File: src/rtl/rf_write_arbiter.sv
// rf_write_arbiter: arbitrates WB and multi-cycle writes to the register file and tracks outstanding multi-cycle destinations
module rf_write_arbiter #(
  parameter int STARVE_LIMIT = 3
) (
  input  logic        clk,
  input  logic        rst,
  input  logic        a_valid,
  input  logic [4:0]  a_rd,
  input  logic [31:0] a_data,
  output logic        a_ready,
  input  logic        b_valid,
  input  logic [4:0]  b_rd,
  input  logic [31:0] b_data,
  output logic        b_ready,
  input  logic        iss_valid,
  input  logic [4:0]  iss_rd,
  input  logic [4:0]  rs1_addr,
  input  logic [4:0]  rs2_addr,
  output logic        rs1_busy,
  output logic        rs2_busy,
  output logic [5:0]  busy_cnt,
  output logic        rf_we,
  output logic [4:0]  rf_rd,
  output logic [31:0] rf_wdata,
  output logic        sb_err
);
  localparam int WW = ($clog2(STARVE_LIMIT + 1) < 2) ? 2 : $clog2(STARVE_LIMIT + 1);
  logic [WW-1:0] wait_q, wait_d;
  logic [31:0] busy_q, busy_d, set_v, clr_v;
  logic [5:0]  busy_cnt_q, busy_cnt_d;
  logic        rf_we_q, rf_we_d, sb_err_q, sb_err_d;
  logic [4:0]  rf_rd_q, rf_rd_d;
  logic [31:0] rf_wdata_q, rf_wdata_d;
  logic        lim, a_acc, b_acc;
  assign lim      = wait_q == WW'(STARVE_LIMIT);
  assign a_ready  = !(b_valid && lim);
  assign b_ready  = !a_valid || lim;
  assign a_acc    = a_valid && a_ready;
  assign b_acc    = b_valid && b_ready;
  assign rs1_busy = busy_q[rs1_addr];
  assign rs2_busy = busy_q[rs2_addr];
  assign busy_cnt = busy_cnt_q;
  assign rf_we    = rf_we_q;
  assign rf_rd    = rf_rd_q;
  assign rf_wdata = rf_wdata_q;
  assign sb_err   = sb_err_q;
  // next state: starvation counter, scoreboard (set beats clear), write port, sticky error
  always_comb begin
    wait_d     = (b_valid && !b_acc) ? (lim ? wait_q : wait_q + WW'(1)) : '0;
    set_v      = (iss_valid && iss_rd != 5'd0) ? 32'(1) << iss_rd : '0;
    clr_v      = b_acc ? 32'(1) << b_rd : '0;
    busy_d     = ((busy_q & ~clr_v) | set_v) & ~32'd1;
    busy_cnt_d = '0;
    for (int i = 1; i < 32; i++) busy_cnt_d = busy_cnt_d + 6'(busy_d[i]);
    rf_we_d    = a_acc ? a_rd != 5'd0 : b_acc && b_rd != 5'd0;
    rf_rd_d    = a_acc ? a_rd : b_acc ? b_rd : rf_rd_q;
    rf_wdata_d = a_acc ? a_data : b_acc ? b_data : rf_wdata_q;
    sb_err_d   = sb_err_q
               | (b_acc && b_rd != 5'd0 && !busy_q[b_rd])
               | (iss_valid && iss_rd != 5'd0 && busy_q[iss_rd])
               | (a_acc && a_rd != 5'd0 && busy_q[a_rd]);
  end
  // state registers; reset discards any request presented in the same cycle
  always_ff @(posedge clk) begin
    if (!rst) begin
      wait_q     <= '0;
      busy_q     <= '0;
      busy_cnt_q <= '0;
      rf_we_q    <= 1'b0;
      rf_rd_q    <= '0;
      rf_wdata_q <= '0;
      sb_err_q   <= 1'b0;
    end else begin
      wait_q     <= wait_d;
      busy_q     <= busy_d;
      busy_cnt_q <= busy_cnt_d;
      rf_we_q    <= rf_we_d;
      rf_rd_q    <= rf_rd_d;
      rf_wdata_q <= rf_wdata_d;
      sb_err_q   <= sb_err_d;
    end
  end
endmodule

File: config.mk
export PLATFORM = sky130hd
export DESIGN_NAME = rf_write_arbiter
export DESIGN_NICKNAME = d
export VERILOG_FILES = /design/src/rtl/rf_write_arbiter.sv
export SDC_FILE = /design/constraint.sdc
export NUM_CORES = 1
export LEC_CHECK = 0
export BUFFER_PORTS_ARGS = -buffer_cell sky130_fd_sc_hd__buf_2
export CAP_MARGIN = 20
export CORE_UTILIZATION = 50
export DETAILED_ROUTE_END_ITERATION = 7
export GPL_ROUTABILITY_DRIVEN = 1
export PLACE_DENSITY_LB_ADDON = 0.2
export SLEW_MARGIN = 20
export SYNTH_ARGS = -nofsm -noshare
export SYNTH_HDL_FRONTEND = slang
export SYNTH_SLANG_ARGS = --single-unit
File: constraint.sdc
create_clock -name clk -period 11.4 [get_ports clk]
set_input_delay 2.28 -clock clk [delete_from_list [all_inputs] [get_ports clk]]
set_output_delay 2.28 -clock clk [all_outputs]
set_load 0.02 [all_outputs]
; ---- After elaboration in Yosys (flattened, before gate mapping)
; Cells that the tools add are included.
; Widths: inputs -> output; s select.
[op_classes]
addsub = 31
multipliers = 0
div = 0
n_lt_le_gt_ge = 5
n_eq_ne = 1
shifts = 2
muxes = 17
bitwise_logic = 6
n_reduce_logical = 20
[ops]
columns = operator, n
row1 = $add 6x1->6, 25
row2 = $mux 32, 4
row3 = $shl 1x5->32 const A, 2
row4 = $and 32x32->32, 1
row5 = $not 32->32, 1
row6 = $or 32x32->32, 1
row7 = $lt 5x6->1 const B, 5
row8 = $bmux 1 s5, 5
row9 = $reduce_bool 5->1, 3
row10 = $logic_and 1x1->1, 10
row11 = $mux 5, 2
row12 = $add 5x1->6, 1
row13 = $mux 1, 6
row14 = $add 4x1->5, 1
row15 = $add 3x1->4, 1
row16 = $logic_not 1->1, 4
row17 = $add 2x1->3, 1
row18 = $or 1x1->1, 3
row19 = $add 1x1->2, 1
row20 = $add 2x1->2 const B, 1
row21 = $eq 2x2->1 const B, 1
row22 = $reduce_and 2->1, 1
row23 = $reduce_bool 2->1, 1
row24 = $logic_or 1x1->1, 1
[totals]
reg_bits = 79
latchBits = 0
ram_bits = 0
mem_bits_ro = 0
in_bits = 94
out_inout_bits = 49
wordCells = 90
memories = 0

; ---- Logic depth before layout (Yosys ltp)
[depth]
ltp_word = 37
ltp_mapped = 22
ltp_nobuf = 21

; ---- Least setup slack after synthesis
; No wires, ideal clock.
[synth_timing]
path_kind = input port to flip-flop
startpoint = input port a_valid
endpoint = register busy_cnt_q[4], in the netlist busy_cnt[4]
setup_time_ns = 0.128
arrival_time_ns = 7.749
required_ns = 11.272
setup_slack_ns = 3.523
path_stages = 21
n_path_buf = 1
cell_sequence = nand2b_1 > buf_1 > nand3_1 > o21ai_0 > o21ai_0 > fa_1 > inv_1 > fa_1 > inv_1 > fa_1 > fa_1 > fa_1 > inv_1 > fa_1 > inv_1 > fa_1 > fa_1 > a21o_1 > a21oi_1 > xor2_1 > nor2_1
[synth_between]
elab_cells_between_ends = 37
classes_between = add/sub (30) / mux (1) / bitwise (3) / reduce/logical (3)
[synth_rtl]
columns = element, line
row1 = "start, declared", 7  ; input logic a_valid,
row2 = $logic_not 1->1, 37  ; assign b_ready = !a_valid || lim;
row3 = $logic_or 1x1->1, 37
row4 = via b_ready, 14  ; output logic b_ready,
row5 = $logic_and 1x1->1, 39  ; assign b_acc = b_valid && b_ready;
row6 = $mux 32, 51  ; clr_v = b_acc ? 32'(1) << b_rd : '0;
row7 = $not 32->32, 52  ; busy_d = ((busy_q & ~clr_v) | set_v) & ~32'd1;
row8 = $and 32x32->32, 52
row9 = $or 32x32->32, 52
row10 = via busy_d[6], 29  ; logic [31:0] busy_q, busy_d, set_v, clr_v;
row11 = $add 5x1->6, 54  ; for (int i = 1; i < 32; i++) busy_cnt_d = busy_cnt_d + 6'(busy_d[i]);
row12 = $add 6x1->6 (25 in a row), 54
row13 = "end signal, assigned", 76  ; busy_cnt_q <= busy_cnt_d;
row14 = "end, declared", 30  ; logic [5:0] busy_cnt_q, busy_cnt_d;
; The timed path passes the listed nets, and every way through them passes these cells.
; A chain may end at the register's enable or synchronous reset.

; ---- Final worst setup path
[layout_timing]
startpoint = input port b_rd[1]
endpoint = register busy_cnt_q[4], in the netlist busy_cnt[4]
[layout_between]
elab_cells_between_ends = 35
classes_between = add/sub (30) / shift (1) / mux (1) / bitwise (3)
[layout_rtl]
columns = element, line
row1 = "start, declared", 12  ; input logic [4:0] b_rd,
row2 = $shl 1x5->32, 51
row3 = $mux 32, 51
row4 = $not 32->32, 52
row5 = $and 32x32->32, 52
row6 = $or 32x32->32, 52
row7 = via busy_d[18], 29
row8 = $add 6x1->6 (14 in a row), 54
; The timed path passes the listed nets, and every way through them passes these cells.

==> results.toml <==
[routing]
wl_per_cell_um = 19.4
ant_nets = 0
avgViaCountPerCell = 6.03
drt_iter0_drc = 455
vias = 4760
drc = 0
first_pass_iters = 5
routed_wl_mm = 15.3

[run_status]
outcome = "finished, final reports clean"

[critical_path]
critical_path_depth = 21
cpLargestDelayFamily = "adder cells"
worst-r2r-cell-count = 21
crit_slowest_cell = "fa_1"
worstPathArrival_ns = 8.20
endpoint_kind = "flop"
slowest_delay_ns = 0.59
regToRegStartpoint = "wait_q[0]"
startpoint = "b_rd[1]"
crit_fanout = 13
critPathKind = "primary input to flop"
startpoint_type = "primary input"
r2r_slack_ns = 4.92
crit_path_cell_trace = "buf_2, nor2b_1, nand4_1, o21ai_0, o21ai_0, fa_1, inv_1, fa_1, fa_1, inv_1, fa_1, fa_1, inv_1, fa_1, inv_1, fa_1, fa_1, a21o_1, a21oi_1, xor2_1, nor2_1"
crit_end = "busy_cnt[4]"
r2r_end = "busy_cnt[4]"
cp.required_ns = 11.64
crit_top_cell = "fa_1"
path_buf_inv = 5

[yosys]
yosysSeqAreaShare = 0.293
yosys.area_share.adder = 0.105
avgSynthCellArea_um2 = 10.1
synth_xor_area_frac = 0.00328
syn_inst = 529
async_reset_ff_frac = 0
yosysUniqueCellTypes = 52
synth_top_family_by_area = "multiplexers"
ys.flop_type = "dfxtp_1"
synthSimpleGateAreaFrac = 0.137
synth-compound-area-share = 0.146
synth_fp_nets = 654
yosysWarnings = 0
synth_area_um2 = 5340
synth-edff-count = 0
synth_mux_area_frac = 0.264
ys_ff_latch = 78

[global_route]
antenna_found_initial = 0
grt_max_degree = 55
grt_pass1_vias = 4616
grtUsageTotal = 0.287
grt_pass1_wl_mm = 24.4
grt.overflow.total = 0

[placement]
portBuffers = 142
place_congestion = 0.949
dp_hpwl_mm = 11.7

[floorplan]
core.rowCount = 37
fp.dieH_um = 105
start_util = 0.517
dieWidth_um = 105
core_area_um2 = 10300
pin_count = 143
dieArea_um2 = 11100

[run]
cap_viol_max_count = 0

[cts]
postCtsSetupBuffers = 0
cts_tree = "built"
cts_root_buf = "clkbuf_8"
clkLatencyLatePin_ns = 0.37
clockBufferDepth = 2
cts_sinks = 78
cts_made_buffers = 9
cts_resized = 0
clk_pin_slew_ns = 0.09
cts_hold_buf = 0
htree_levels = 3

[timing]
drv_slew = 0
fmax_mhz = 126
period_minus_slack_ns = 7.96
worst_pin_slew_ns = 0.672
rsz0062_at_grt = "no"
final-setup-viol-count = 0
finalSetupTns_ns = 0
period_share = 0.699
final-hold-violation-count = 0
fin_skew_ns = 0.0112
slew_headroom = 0.547

[layout]
fin_util = 0.609
fin_nets = 773
drive_gt1_frac = 0.322
synthToLayoutAreaGrowth_pct = 17.9
diodes = 0
fill_cells = 912

[worst_hold_path]
hold_class = "flop to flop"

[pwr]
ir_worst_vdd_uv = 60.6
power.leakage_nw = 2.87
p_per_area_nw_per_um2 = 104
## worst min path at each step
stage                            to      start  cells past startpoint
after floorplan           wait_q[0]  wait_q[0]                      1
after global placement    wait_q[0]  wait_q[0]                      1
after detailed placement  wait_q[0]  wait_q[0]                      1
after CTS                 wait_q[0]  wait_q[0]                      1
after global routing      wait_q[0]  wait_q[0]                      1
final                     wait_q[0]  wait_q[0]                      1
## flip-flops by register name, indices dropped and copies added (netlist names)
register / cells
rf_wdata: 32
busy_q: 31
busy_cnt: 6
rf_rd: 5
wait_q: 2
rf_we: 1
sb_err: 1
## cell families (layout without fill, tap and decap cells)
| group | Yosys count | after routing |
|---|---|---|
| simple gates | 144 | 144 |
| flops | 78 | 78 |
| fa+ha+maj | 31 | 31 |
| xor+xnor | 2 | 2 |
| mux | 89 | 89 |
| compound gates | 120 | 120 |
| buf+inv | 65 | 189 |
## layer usage
metal	share of wire	up-vias	track usage
met5	0	-	0
met4	0.031	0	0.111
met3	0.091	40	0.0680
met2	0.49	261	0.477
met1	0.39	2275	0.361
li1	-	2184	-
## metrics by stage
stage               total power [mW]  cells  hold WS (ns)  setup WS, ns  instance area (um^2)
floorplan                      0.396    529         0.405          3.52                  5340
global placement               0.443    772         0.412          3.34                  6070
detailed placement             0.448    773         0.422          3.14                  6090
CTS                            0.659    789         0.435          3.48                  6290
global route                   0.686    789         0.477          3.09                  6290
finish                         0.655    789         0.430          3.44                  6290
## cell usage in the layout, fill, tap and decap left out, types with 4 or more instances in the layout
master and instances:
ha_1 8, nand4_1 5, and2_1 23, mux4_2 33, nor3_1 4, dfxtp_1 78, or2_2 5, nand2_1 14
nand3b_1 4, inv_1 27, mux2i_1 42, mux4_1 6, nand2b_1 5, o21a_1 12, mux2_2 8, buf_2 142
clkbuf_8 9, nor2b_1 11, a211oi_1 37, o21ai_0 51, nand3_1 8, nor2_1 54, fa_1 23
## cell usage after synthesis (8+ instances only)
cell / count / share of area
nand3_1: 8 / 0.0075
o21ai_0: 51 / 0.048
ha_1: 8 / 0.019
fa_1: 23 / 0.086
clkbuf_1: 21 / 0.015
mux2i_1: 42 / 0.079
mux4_2: 33 / 0.14
buf_2: 11 / 0.010
and2_1: 23 / 0.027
nor2b_1: 11 / 0.013
dfxtp_1: 78 / 0.29
mux2_2: 8 / 0.017
o21a_1: 12 / 0.017
nand2_1: 14 / 0.0098
a211oi_1: 37 / 0.052
inv_1: 27 / 0.019
nor2_1: 54 / 0.038
## power breakdown
group / total (mW) / internal [mW] / switching, mW / leakage [nW]
Clock: 0.213 / 0.103 / 0.111 / 0.101
Combinational: 0.145 / 0.0597 / 0.0854 / 2.13
Sequential: 0.296 / 0.288 / 0.00882 / 0.640
## final cells by class
cell class | instances | area [um^2] | share of cell area
sequential | 78 | 1560 | 0.248
clock buffer | 10 | 128 | 0.0203
timing repair buffer | 145 | 746 | 0.119
tap | 136 | 170 | 0.0271
inverter | 28 | 105 | 0.0167
clock inverter | 6 | 70.1 | 0.0111
multi-input combinational | 386 | 3510 | 0.558
Note: power is estimated with default switching activity, not from simulation.
